<file path="src/rtl/led_pattern_engine_if.sv">
// Signal bundle between the LED mode selector, the pattern engine and the LED pins.
// The pause input exists only when LED_PAUSE_EN is defined.
interface led_pattern_engine_if #(
    parameter int LED_W = 8
);
    logic [4:0]       compareNUM;
    logic [1:0]       pattern_sel;
`ifdef LED_PAUSE_EN
    logic             pause;
`endif
    logic [LED_W-1:0] led;
    logic             step;

`ifdef LED_PAUSE_EN
    modport master (output compareNUM, output pattern_sel, output pause, input led, input step);
    modport slave  (input compareNUM, input pattern_sel, input pause, output led, output step);
`else
    modport master (output compareNUM, output pattern_sel, input led, input step);
    modport slave  (input compareNUM, input pattern_sel, output led, output step);
`endif
endinterface

</file>
<file path="src/rtl/led_pattern_engine.sv">
// LED animation engine: a free-running counter tapped at compareNUM paces walk/bounce/count/fill
// patterns. Defining LED_PAUSE_EN adds a pause input that freezes the animation.
module led_pattern_engine #(
    parameter int CNT_W = 22,
    parameter int LED_W = 8
) (
    input  logic                 clk,
    input  logic                 reset,
    led_pattern_engine_if.slave  bus
);
    localparam logic DIR_LEFT  = 1'b0;
    localparam logic DIR_RIGHT = 1'b1;

    logic [CNT_W-1:0] cnt_r;
    logic [CNT_W-1:0] cnt_next_s;
    logic [4:0]       idx_r;
    logic [1:0]       sel_r;
    logic             dir_r;
    logic             dir_next_s;
    logic [LED_W-1:0] led_r;
    logic [LED_W-1:0] led_next_s;
    logic [LED_W-1:0] shifted_s;
    logic             step_r;
    logic             step_next_s;
    logic [31:0]      rise_s;
    logic             tick_s;
    logic             pause_s;

`ifdef LED_PAUSE_EN
    assign pause_s = bus.pause;
`else
    assign pause_s = 1'b0;
`endif

    assign cnt_next_s = cnt_r + {{(CNT_W-1){1'b0}}, 1'b1};

    // Bits that go 0->1 on the coming edge, padded so any 5-bit tap indexes in range.
    always_comb begin
        rise_s              = 32'd0;
        rise_s[CNT_W-1:0]   = ~cnt_r & cnt_next_s;
    end

    // Tick only for a valid, stable tap; an unknown selector falls to the else branch.
    always_comb begin
        tick_s = 1'b0;
        if (({27'd0, bus.compareNUM} < 32'(CNT_W)) && (bus.compareNUM == idx_r) && !pause_s) begin
            tick_s = rise_s[bus.compareNUM];
        end else begin
            tick_s = 1'b0;
        end
    end

    // State register: counter, tap/pattern history, LEDs, bounce direction and step pulse.
    always_ff @(posedge clk or posedge reset) begin
        if (reset) begin
            cnt_r  <= {CNT_W{1'b0}};
            idx_r  <= 5'd0;
            sel_r  <= 2'b00;
            led_r  <= {LED_W{1'b0}};
            dir_r  <= DIR_LEFT;
            step_r <= 1'b0;
        end else begin
            cnt_r  <= cnt_next_s;
            idx_r  <= bus.compareNUM;
            sel_r  <= bus.pattern_sel;
            led_r  <= led_next_s;
            dir_r  <= dir_next_s;
            step_r <= step_next_s;
        end
    end

    // Next-state logic: a pattern change wins over a tick and restarts from an empty display.
    always_comb begin
        led_next_s  = led_r;
        dir_next_s  = dir_r;
        step_next_s = 1'b0;
        shifted_s   = {LED_W{1'b0}};
        if (bus.pattern_sel != sel_r) begin
            led_next_s = {LED_W{1'b0}};
            dir_next_s = DIR_LEFT;
        end else if (tick_s) begin
            step_next_s = 1'b1;
            case (sel_r)
                2'b00: begin
                    if (led_r == {LED_W{1'b0}}) begin
                        led_next_s = {{(LED_W-1){1'b0}}, 1'b1};
                    end else begin
                        led_next_s = {led_r[LED_W-2:0], led_r[LED_W-1]};
                    end
                end
                2'b01: begin
                    if (led_r == {LED_W{1'b0}}) begin
                        led_next_s = {{(LED_W-1){1'b0}}, 1'b1};
                        dir_next_s = DIR_LEFT;
                    end else if (dir_r == DIR_LEFT) begin
                        shifted_s  = {led_r[LED_W-2:0], 1'b0};
                        led_next_s = shifted_s;
                        dir_next_s = shifted_s[LED_W-1] ? DIR_RIGHT : DIR_LEFT;
                    end else begin
                        shifted_s  = {1'b0, led_r[LED_W-1:1]};
                        led_next_s = shifted_s;
                        dir_next_s = shifted_s[0] ? DIR_LEFT : DIR_RIGHT;
                    end
                end
                2'b10: begin
                    led_next_s = led_r + {{(LED_W-1){1'b0}}, 1'b1};
                end
                2'b11: begin
                    if (&led_r) begin
                        led_next_s = {LED_W{1'b0}};
                    end else begin
                        led_next_s = {led_r[LED_W-2:0], 1'b1};
                    end
                end
                default: begin
                    led_next_s = led_r;
                end
            endcase
        end else begin
            step_next_s = 1'b0;
        end
    end

    assign bus.led  = led_r;
    assign bus.step = step_r;
endmodule

</file>
<file path="src/flat_wrapper.sv">
// flat-port wrapper written by rule: the top's interface ports become plain ports
module led_pattern_engine_flat 
#(
    parameter int CNT_W = 22,
    parameter int LED_W = 8
)
  (clk, reset, bus_compareNUM, bus_pattern_sel, bus_led, bus_step);
  led_pattern_engine_if #(.LED_W(LED_W)) bus_i ();
  input  logic clk;
  input  logic reset;
  input wire logic [$bits(bus_i.compareNUM)-1:0] bus_compareNUM;
  input wire logic [$bits(bus_i.pattern_sel)-1:0] bus_pattern_sel;
  output wire logic [$bits(bus_i.led)-1:0] bus_led;
  output wire logic [$bits(bus_i.step)-1:0] bus_step;
  assign bus_i.compareNUM = bus_compareNUM;
  assign bus_i.pattern_sel = bus_pattern_sel;
  assign bus_led = bus_i.led;
  assign bus_step = bus_i.step;
  led_pattern_engine #(.CNT_W(CNT_W), .LED_W(LED_W)) u_core (.clk(clk), .reset(reset), .bus(bus_i));
endmodule
</file>
<file path="config.mk">
export PLATFORM = sky130hd
export DESIGN_NAME = led_pattern_engine_flat
export DESIGN_NICKNAME = d
export VERILOG_FILES = /design/src/rtl/led_pattern_engine_if.sv /design/src/rtl/led_pattern_engine.sv /design/src/flat_wrapper.sv
export SDC_FILE = /design/constraint.sdc
export NUM_CORES = 1
export LEC_CHECK = 0
export CORE_MARGIN = 5
export CORE_UTILIZATION = 64
export CTS_BUF_LIST = sky130_fd_sc_hd__clkbuf_8
export DETAILED_ROUTE_END_ITERATION = 16
export PLACE_DENSITY = 0.86
export SKIP_LAST_GASP = 1
export SLEW_MARGIN = 20
export SYNTH_ARGS = -nofsm -noshare
export SYNTH_HDL_FRONTEND = slang
export SYNTH_SLANG_ARGS = --single-unit
</file>
<file path="constraint.sdc">
create_clock -name clk -period 6 [get_ports clk]
set_input_delay 0.6 -clock clk [delete_from_list [all_inputs] [get_ports clk]]
set_output_delay 0.6 -clock clk [all_outputs]
set_load 0.01 [all_outputs]
</file>
Yosys cells after proc, flatten, opt, wreduce, memory -nomap -nowiden
Index checks and enable logic that the tools add are counted.
{"block": "op_classes", "multipliers": 0, "div_mod_pow": 0, "n_reduce_logical": 7, "mux": 19, "bitwise": 2, "shifts": 0, "n_addsub": 2, "eq_ne": 5, "order_cmp": 2}
{"cell": "8-bit two-way mux", "n": 6}
{"cell": "8-bit one-hot mux with 4 select lines", "n": 1}
{"cell": "22-bit by 1-bit adder with 22-bit output (second input constant)", "n": 1}
{"cell": "22-bit bitwise AND", "n": 1}
{"cell": "22-bit inverter", "n": 1}
{"cell": "1-bit two-way mux", "n": 11}
{"cell": "8-bit by 1-bit adder with 8-bit output (second input constant)", "n": 1}
{"cell": "8-bit zero test", "n": 1}
{"cell": "8-bit AND reduction", "n": 1}
{"cell": "5-bit by 6-bit less-than comparator with 1-bit output (second input constant)", "n": 1}
{"cell": "1-bit binary-select mux with 5-bit select", "n": 1}
{"cell": "5-bit equality test", "n": 1}
{"cell": "5-bit less-than comparator (second input constant)", "n": 1}
{"cell": "2-bit equality test (second input constant)", "n": 2}
{"cell": "2-bit nonzero test", "n": 2}
{"cell": "2-bit by 1-bit equality test with 1-bit output (second input constant)", "n": 1}
{"cell": "2-bit zero test", "n": 1}
{"cell": "2-bit inequality test", "n": 1}
{"cell": "2-bit AND reduction", "n": 1}
{"cell": "1-bit logical AND", "n": 1}
{"block": "word_totals", "latchBits": 0, "in_bits": 9, "output_inout_bits": 9, "memories": 0, "register_bits": 39, "ramBits": 0, "rom_bits": 0}

Depth between registers and ports, before layout
Gate-level depths: netlist of the first run.
{"block": "depth", "ltp_word": 7, "ltp_mapped": 12, "ltp_nobuf": 11}

Least setup slack after synthesis of the first run
Ideal clock, no wire load.
{"block": "synth_timing", "kind": "register to register", "from": "register u_core.cnt_r[0]", "to": "register u_core.led_r[2], in the netlist u_core.bus.led[2]", "arrival_time_ns": 2.585, "setup_slack_ns": 3.295, "setup_ns": 0.120, "stages_incl_launch_ff": 13, "path_buffers": 1, "cell_sequence": "dfrtp_1 -> ha_1 -> nand3_1 -> nor2_1 -> nand2_1 -> nor3_1 -> ha_1 -> mux4_2 -> a22oi_1 -> or4b_4 -> and3_4 -> buf_6 -> o211a_1"}
{"block": "synth_between", "elab_chain_len": 6}
{"item": "start: declaration", "line_no": "led_pattern_engine.sv:14", "text": "logic [CNT_W-1:0] cnt_r;"}
{"item": "start signal: assignment", "line_no": "led_pattern_engine.sv:56", "text": "cnt_r <= {CNT_W{1'b0}};"}
{"item": "start signal: assignment", "line_no": "led_pattern_engine.sv:63", "text": "cnt_r <= cnt_next_s;"}
{"item": "22-bit by 1-bit adder with 22-bit output / 22-bit inverter (equally long branches)", "line_no": "led_pattern_engine.sv:35, led_pattern_engine.sv:40"}
{"item": "22-bit bitwise AND *", "line_no": "led_pattern_engine.sv:40", "text": "rise_s[CNT_W-1:0] = ~cnt_r & cnt_next_s;"}
{"item": "1-bit binary-select mux with 5-bit select *", "line_no": "led_pattern_engine.sv:47", "text": "tick_s = rise_s[bus.compareNUM];"}
{"item": "1-bit two-way mux (not written as such) *", "line_no": "led_pattern_engine.sv:47"}
{"item": "1-bit two-way mux *", "line_no": "led_pattern_engine.sv:46", "text": "if (({27'd0, bus.compareNUM} < 32'(CNT_W)) && (bus.compareNUM == idx_r) && !pause_s) begin"}
{"item": "2-bit nonzero test (no line) *"}
{"item": "end signal: assignment", "line_no": "led_pattern_engine.sv:59", "text": "led_r <= {LED_W{1'b0}};"}
{"item": "end signal: assignment", "line_no": "led_pattern_engine.sv:66", "text": "led_r <= led_next_s;"}
{"item": "end: declaration", "line_no": "led_pattern_engine.sv:20", "text": "logic [LED_W-1:0] led_r;"}
Every way passes the cells marked *; elsewhere a longest branch is shown, timed or not. The select of a mux whose other input is x is not followed.
A chain may end at the register's enable or synchronous reset.

Worst setup path in the final report of the first run
{"block": "layout_timing", "from": "register u_core.cnt_r[0]", "to": "register u_core.led_r[3], in the netlist u_core.bus.led[3]"}
Same word-level chain as after synthesis.

==> results_dict.tcl, run 1 <==
set metrics [dict create \
    worst_pin_slew_ps 607 \
    via_per_inst 5.76 \
    synth_area_um2 2510 \
    cp.required_ps 6180 \
    muxShareOfSynthArea_pct 6.24 \
    max_slew_margin_pct 59.4 \
    yosys-top-cells-area "dfrtp_1 39%, ha_1 12%, inv_1 8.1%" \
    final_antenna_net_count 0 \
    drive_gt1_share_pct 6.69 \
    grt_pass1_vias 1973 \
    die_w_um 72.6 \
    fmax_mhz 334 \
    cp.arrival_ps 3180 \
    synth_top_family_by_area "simple AND/OR/NAND/NOR gates" \
    fin_crit_sh_pct 50.0 \
    hold_buffers 0 \
    synth.most_common_cell "inv_1" \
    dp_hpwl_um 3590 \
    drc 0 \
    yosysWarningCount 0 \
    skew_ps 5.12 \
    tns_ps 0 \
    finalWorstPathRequiredPeriod_ps 3000 \
    worstPathMaxFanout 10 \
    outcome "finished clean" \
    cts_setup_buffers 0 \
    grt_pass1_wl_um 8710 \
    dp_slack_ps 2930 \
    end_kind "flop" \
    clockBufferDepth 2 \
    vias 1912 \
    portBuffers 17 \
    clock_sinks 39 \
    place.gp.congestion 0.804 \
    synthesis.nets 301 \
    grt-ovfl-total 0 \
    clkLatencyLatePin_ps 290 \
    antenna_cells 0 \
    yosys.area.top_type "dfrtp_1" \
    first_pass_iters 4 \
    setup_slack_ps 3000 \
    pin_count 18 \
    ys_types 49 \
    synth-simple-area-share_pct 18.2 \
    drv_cap 0 \
    synth_top_area_share_pct 38.9 \
    avgSynthCellArea_um2 9.35 \
    area_growth_pct 12.3 \
    synthAdderAreaFrac_pct 12.0 \
    yosys-top-cells-count "54 x inv_1, 39 x dfrtp_1, 24 x ha_1, 23 x nand2_1" \
    seq_area_frac_synth_pct 38.9 \
    power_w 0.000559 \
    fin_nets 316 \
    cts.repair.resized 0 \
    synth_ff_type "dfrtp_1" \
    cellPowerDensity_nw_per_um2 199 \
    setup_viol_count_final 0 \
    rows 22 \
    worstSetupPathType "flop to flop" \
    vdd.ir_drop.worst_v 0.000168 \
    clockRootBuffer "clkbuf_8" \
    synth_seq_cells 39 \
    synth_xor_area_share_pct 3.44 \
    slew_viol_final 0 \
    hold_class "flop to flop" \
    drtIter0Drc 145 \
    clk_pin_slew_worst_paths_ps 70 \
    die_h_um 72.6 \
    core_um2 3720 \
    numCtsBuffers 5 \
    dieArea_um2 5270 \
    antenna_found_initial 0 \
    async_flop_share_pct 100 \
    p_leak_nw 1.40 \
    synth-compound-area-share_pct 10.7 \
    post_dp_cell_area_um2 2680 \
    grt_start_max_net_pins 40 \
    worstSetupStartpointType "flop" \
    wire_per_inst_um 14.8 \
    start_util_pct 67.4 \
    grt_use_total_pct 20.9 \
    cts_tree "built" \
    h-tree-depth 2 \
    rsz0062_at_grt "no" \
    hold_viol_final 0 \
    synth-edff-count 0 \
    routed_wirelength_um 4900 \
    syn_inst 268 \
    postLayoutCellArea_um2 2820 \
]
area by class of cell:
| type | instances | area (um^2) |
|---|---|---|
| inverter | 54 | 203 |
| fill | 261 | 901 |
| sequential | 39 | 976 |
| multi-input combinational | 165 | 1270 |
| clock buffer | 5 | 68.8 |
| tap | 48 | 60.1 |
| clock inverter | 3 | 63.8 |
| timing repair buffer | 18 | 178 |
power breakdown:
part / internal [W] / leakage, nW / switching [W]
logic: 0.0000146 / 0.815 / 0.0000223
clock network: 0.000164 / 0.0695 / 0.0000893
registers: 0.000265 / 0.514 / 0.00000368
routing by layer:
metal  global-route usage [%]  vias to the layer above  routed length [um]
met5                        0                        -                   0
met4                     6.35                        0                  96
met3                     4.41                       10                 158
met2                     35.4                       37                2410
met1                     26.9                      922                2240
li1                         -                      943                   -
critical path, stage by stage (launching register included):
cell and delay (ps):
dfrtp_1 410, ha_1 190, nand3_1 200, nor2_1 240, nand2_1 150, nor3_1 200
ha_1 170, mux4_2 220, a22oi_1 60, or4b_4 550, and3_4 240, o211a_1 240
flip-flops by register name, indices dropped and copies added (netlist names):
| signal | count |
|---|---|
| u_core.bus.led | 8 |
| u_core.cnt_r | 22 |
| u_core.dir_r | 1 |
| u_core.idx_r | 5 |
| u_core.sel_r | 2 |
| u_core.bus.step | 1 |
final timing paths:
path,endpoint,slack [ps],startpoint,cells past startpoint
worst max-delay path,u_core.bus.led[3]$_DFFE_PP0P_,3000,u_core.cnt_r[0]$_DFF_PP0_,11
worst min-delay path,u_core.cnt_r[0]$_DFF_PP0_,540,u_core.cnt_r[0]$_DFF_PP0_,1
worst max register to register,u_core.bus.led[3]$_DFFE_PP0P_,3000,u_core.cnt_r[0]$_DFF_PP0_,11
worst min register to register,u_core.cnt_r[0]$_DFF_PP0_,540,u_core.cnt_r[0]$_DFF_PP0_,1
max in group asynchronous,u_core.cnt_r[19]$_DFF_PP0_,4940,reset,3
min in group asynchronous,u_core.cnt_r[18]$_DFF_PP0_,720,reset,3
layout by cell type (no fill, tap or decap), drive strengths merged, types with 4 or more instances in the layout:
cell type / Yosys / layout
a31oi: 4 / 4
ha: 24 / 24
nor3: 10 / 10
a21oi: 5 / 5
xnor2: 4 / 4
clkdlybuf4s50: 0 / 17
o21ai: 7 / 7
xor2: 5 / 5
nor2: 9 / 9
dfrtp: 39 / 39
inv: 54 / 55
nor4: 5 / 5
nand3: 7 / 7
nand4: 9 / 9
nand2: 23 / 23
mux2i: 10 / 10
clkbuf: 6 / 5
cell families (layout without fill, tap and decap cells):
kind of cell | count (synthesis) | count (layout)
simple gates | 83 | 83
xor+xnor | 9 | 9
mux | 13 | 13
compound gates | 36 | 36
fa+ha+maj | 24 | 24
buf+inv | 64 | 80
flops | 39 | 39
metrics by stage:
stage	util (%)	hold slack [ps]	instances
6_report	75.8	538	332
4_1_cts	75.8	540	332
2_1_floorplan	-	480	268
5_1_grt	75.8	575	332
3_3_place_gp	72.2	507	324
3_5_place_dp	72.2	525	324
Note: power is estimated with default switching activity, not from simulation.
==> run 2: changes to the inputs <==
CORE_UTILIZATION = 61   (was 64)
PLACE_DENSITY = 0.82   (was 0.86)
clock period = 2.9 ns   (was 6 ns; I/O delays follow)
==> results_dict.tcl, run 2 (synthesis gave the netlist of run 1 again) <==
set metrics [dict create \
    grt_use_met1_pct 25.9 \
    cp_slowest_stage_delay_ps 560 \
    pin_count 18 \
    antenna_cells 0 \
    grt-ovfl-total 0 \
    use_met2_pct 34.1 \
    grt_start_max_net_pins 40 \
    fin_nets 323 \
    hold_buffers 0 \
    die_w_um 74.1 \
    worstSetupStartpointType "flop" \
    placedCellCount 331 \
    p_leak_nw 1.40 \
    cp.arrival_ps 2950 \
    postLayoutCellArea_um2 2830 \
    via_per_inst 5.66 \
    routed_wirelength_um 4840 \
    fin_crit_sh_pct 95.6 \
    dp_hpwl_um 3690 \
    worstPathMaxFanout 10 \
    mostFrequentLayoutCells "55 x inv_1, 39 x dfrtp_1, 24 x ha_1, 22 x nand2_1, 17 x clkdlybuf4s50_1" \
    crit_path_top_delay_cell "or4b_4" \
    finalWorstPathRequiredPeriod_ps 2770 \
    fmax_mhz 361 \
    max_slew_margin_pct 68.2 \
    core_um2 4000 \
    h-tree-depth 2 \
    clockBufferDepth 2 \
    tns_ps 0 \
    seq_area_um2 976 \
    setup_slack_ps 129 \
    clkLatencyLatePin_ps 290 \
    place.gp.congestion 0.866 \
    layout_commonest_cell "inv_1" \
    dp_slack_ps 80.0 \
    portBuffers 17 \
    worst_pin_slew_ps 477 \
    setup_viol_count_final 0 \
    start_util_pct 62.7 \
    vias 1918 \
    drv_cap 0 \
    hold_viol_final 0 \
    vdd.ir_drop.worst_v 0.000321 \
    fillers 307 \
    first_pass_iters 4 \
    rows 23 \
    fin_cells 339 \
    clock_sinks 39 \
    dieArea_um2 5490 \
    die_h_um 74.1 \
    clockRootBuffer "clkbuf_8" \
    hold_class "primary input to async pin" \
    wire_per_inst_um 14.3 \
    multiInputGateArea_um2 1280 \
    area_growth_pct 12.7 \
    skew_ps 7.05 \
    final_antenna_net_count 0 \
    slew_viol_final 0 \
    grt_busiest_layer "met2" \
    grt_pass1_vias 1948 \
    worstSetupPathType "flop to flop" \
    grt_pass1_wl_um 8690 \
    outcome "finished clean" \
    antenna_found_initial 0 \
    clk_pin_slew_worst_paths_ps 60 \
    post_dp_cell_area_um2 2720 \
    grt_use_total_pct 20.6 \
    drtIter0Drc 72 \
    cts_tree "built" \
    largest_reg_flops 22 \
    drc 0 \
    numCtsBuffers 5 \
    cp.required_ps 3070 \
    top_register "u_core.cnt_r" \
    cellPowerDensity_nw_per_um2 339 \
    rsz0062_at_grt "no" \
    drive_gt1_share_pct 9.69 \
    path_cells "inv_1, nor3_2, and3_1, nand2_1, nor4_1, ha_1, mux2_2, a22oi_1, or4b_4, and3_4, o211a_1" \
    end_kind "flop" \
    use_met3_pct 4.05 \
]
## run 2: changes by cell type in the layout (fill, tap and decap cells not counted), sizes merged
| cell | change |
|---|---|
| bufinv | -2 |
| buf | +7 |
## run 2: area by class of cell
| cell class | instances | share of cell area [%] |
|---|---|---|
| inverter | 54 | 7.17 |
| timing repair buffer | 25 | 8.15 |
| tap | 50 | 2.21 |
| clock inverter | 1 | 0.133 |
| clock buffer | 5 | 2.44 |
| multi-input combinational | 165 | 45.3 |
| sequential | 39 | 34.5 |
## run 2: worst max-delay path: cells and delay by family, from the launching register on
family / cells / cell delay, ps
AO/OA/AOI/OAI: 2 / 310
adder cells (fa/ha/maj): 1 / 190
buffers and inverters: 1 / 60
flip-flops: 1 / 320
multiplexers: 1 / 130
AND/OR/NAND/NOR: 6 / 1640
## run 2: timing repair
item                                    CTS  global route
gates resized for setup                   0             4
setup buffers                             0             2
endpoints found under the setup margin    0            10
## run 2: report_power, final
group	leakage, nW	internal [W]	switching (W)
registers	0.514	0.000549	0.00000774
logic	0.847	0.0000334	0.0000462
clock network	0.0413	0.000156	0.000164
total	1.40	0.000739	0.000218
## run 2: metrics by stage
step	util (%)	hold slack, ps	total power (W)
final	70.6	415	0.000956
after detailed placement	68.1	506	0.000647
after global placement	68.1	498	0.000646
after CTS	69.9	429	0.000968
after global routing	70.6	459	0.00101
after floorplan	-	321	0.000620
## run 2: final timing paths
check                      cells past startpoint                 startpoint  slack, ps                            end
min in group clk                               1         bus_pattern_sel[1]        490      u_core.sel_r[1]$_DFF_PP0_
setup reg to reg                              11  u_core.cnt_r[9]$_DFF_PP0_        130  u_core.bus.led[2]$_DFFE_PP0P_
hold / removal                                 3                      reset        420      u_core.bus.step$_DFF_PP0_
setup / recovery                              11  u_core.cnt_r[9]$_DFF_PP0_        130  u_core.bus.led[2]$_DFFE_PP0P_
max in group asynchronous                      3                      reset       2150      u_core.cnt_r[5]$_DFF_PP0_
hold reg to reg                                2  u_core.cnt_r[0]$_DFF_PP0_        600      u_core.cnt_r[0]$_DFF_PP0_
## run 2: layer usage
metal  share of wire [%]  up-vias
met4                 2.0        0
met3                 4.4       10
met1                  43      909
li1                    -      952
met5                   0        -
met2                  50       47
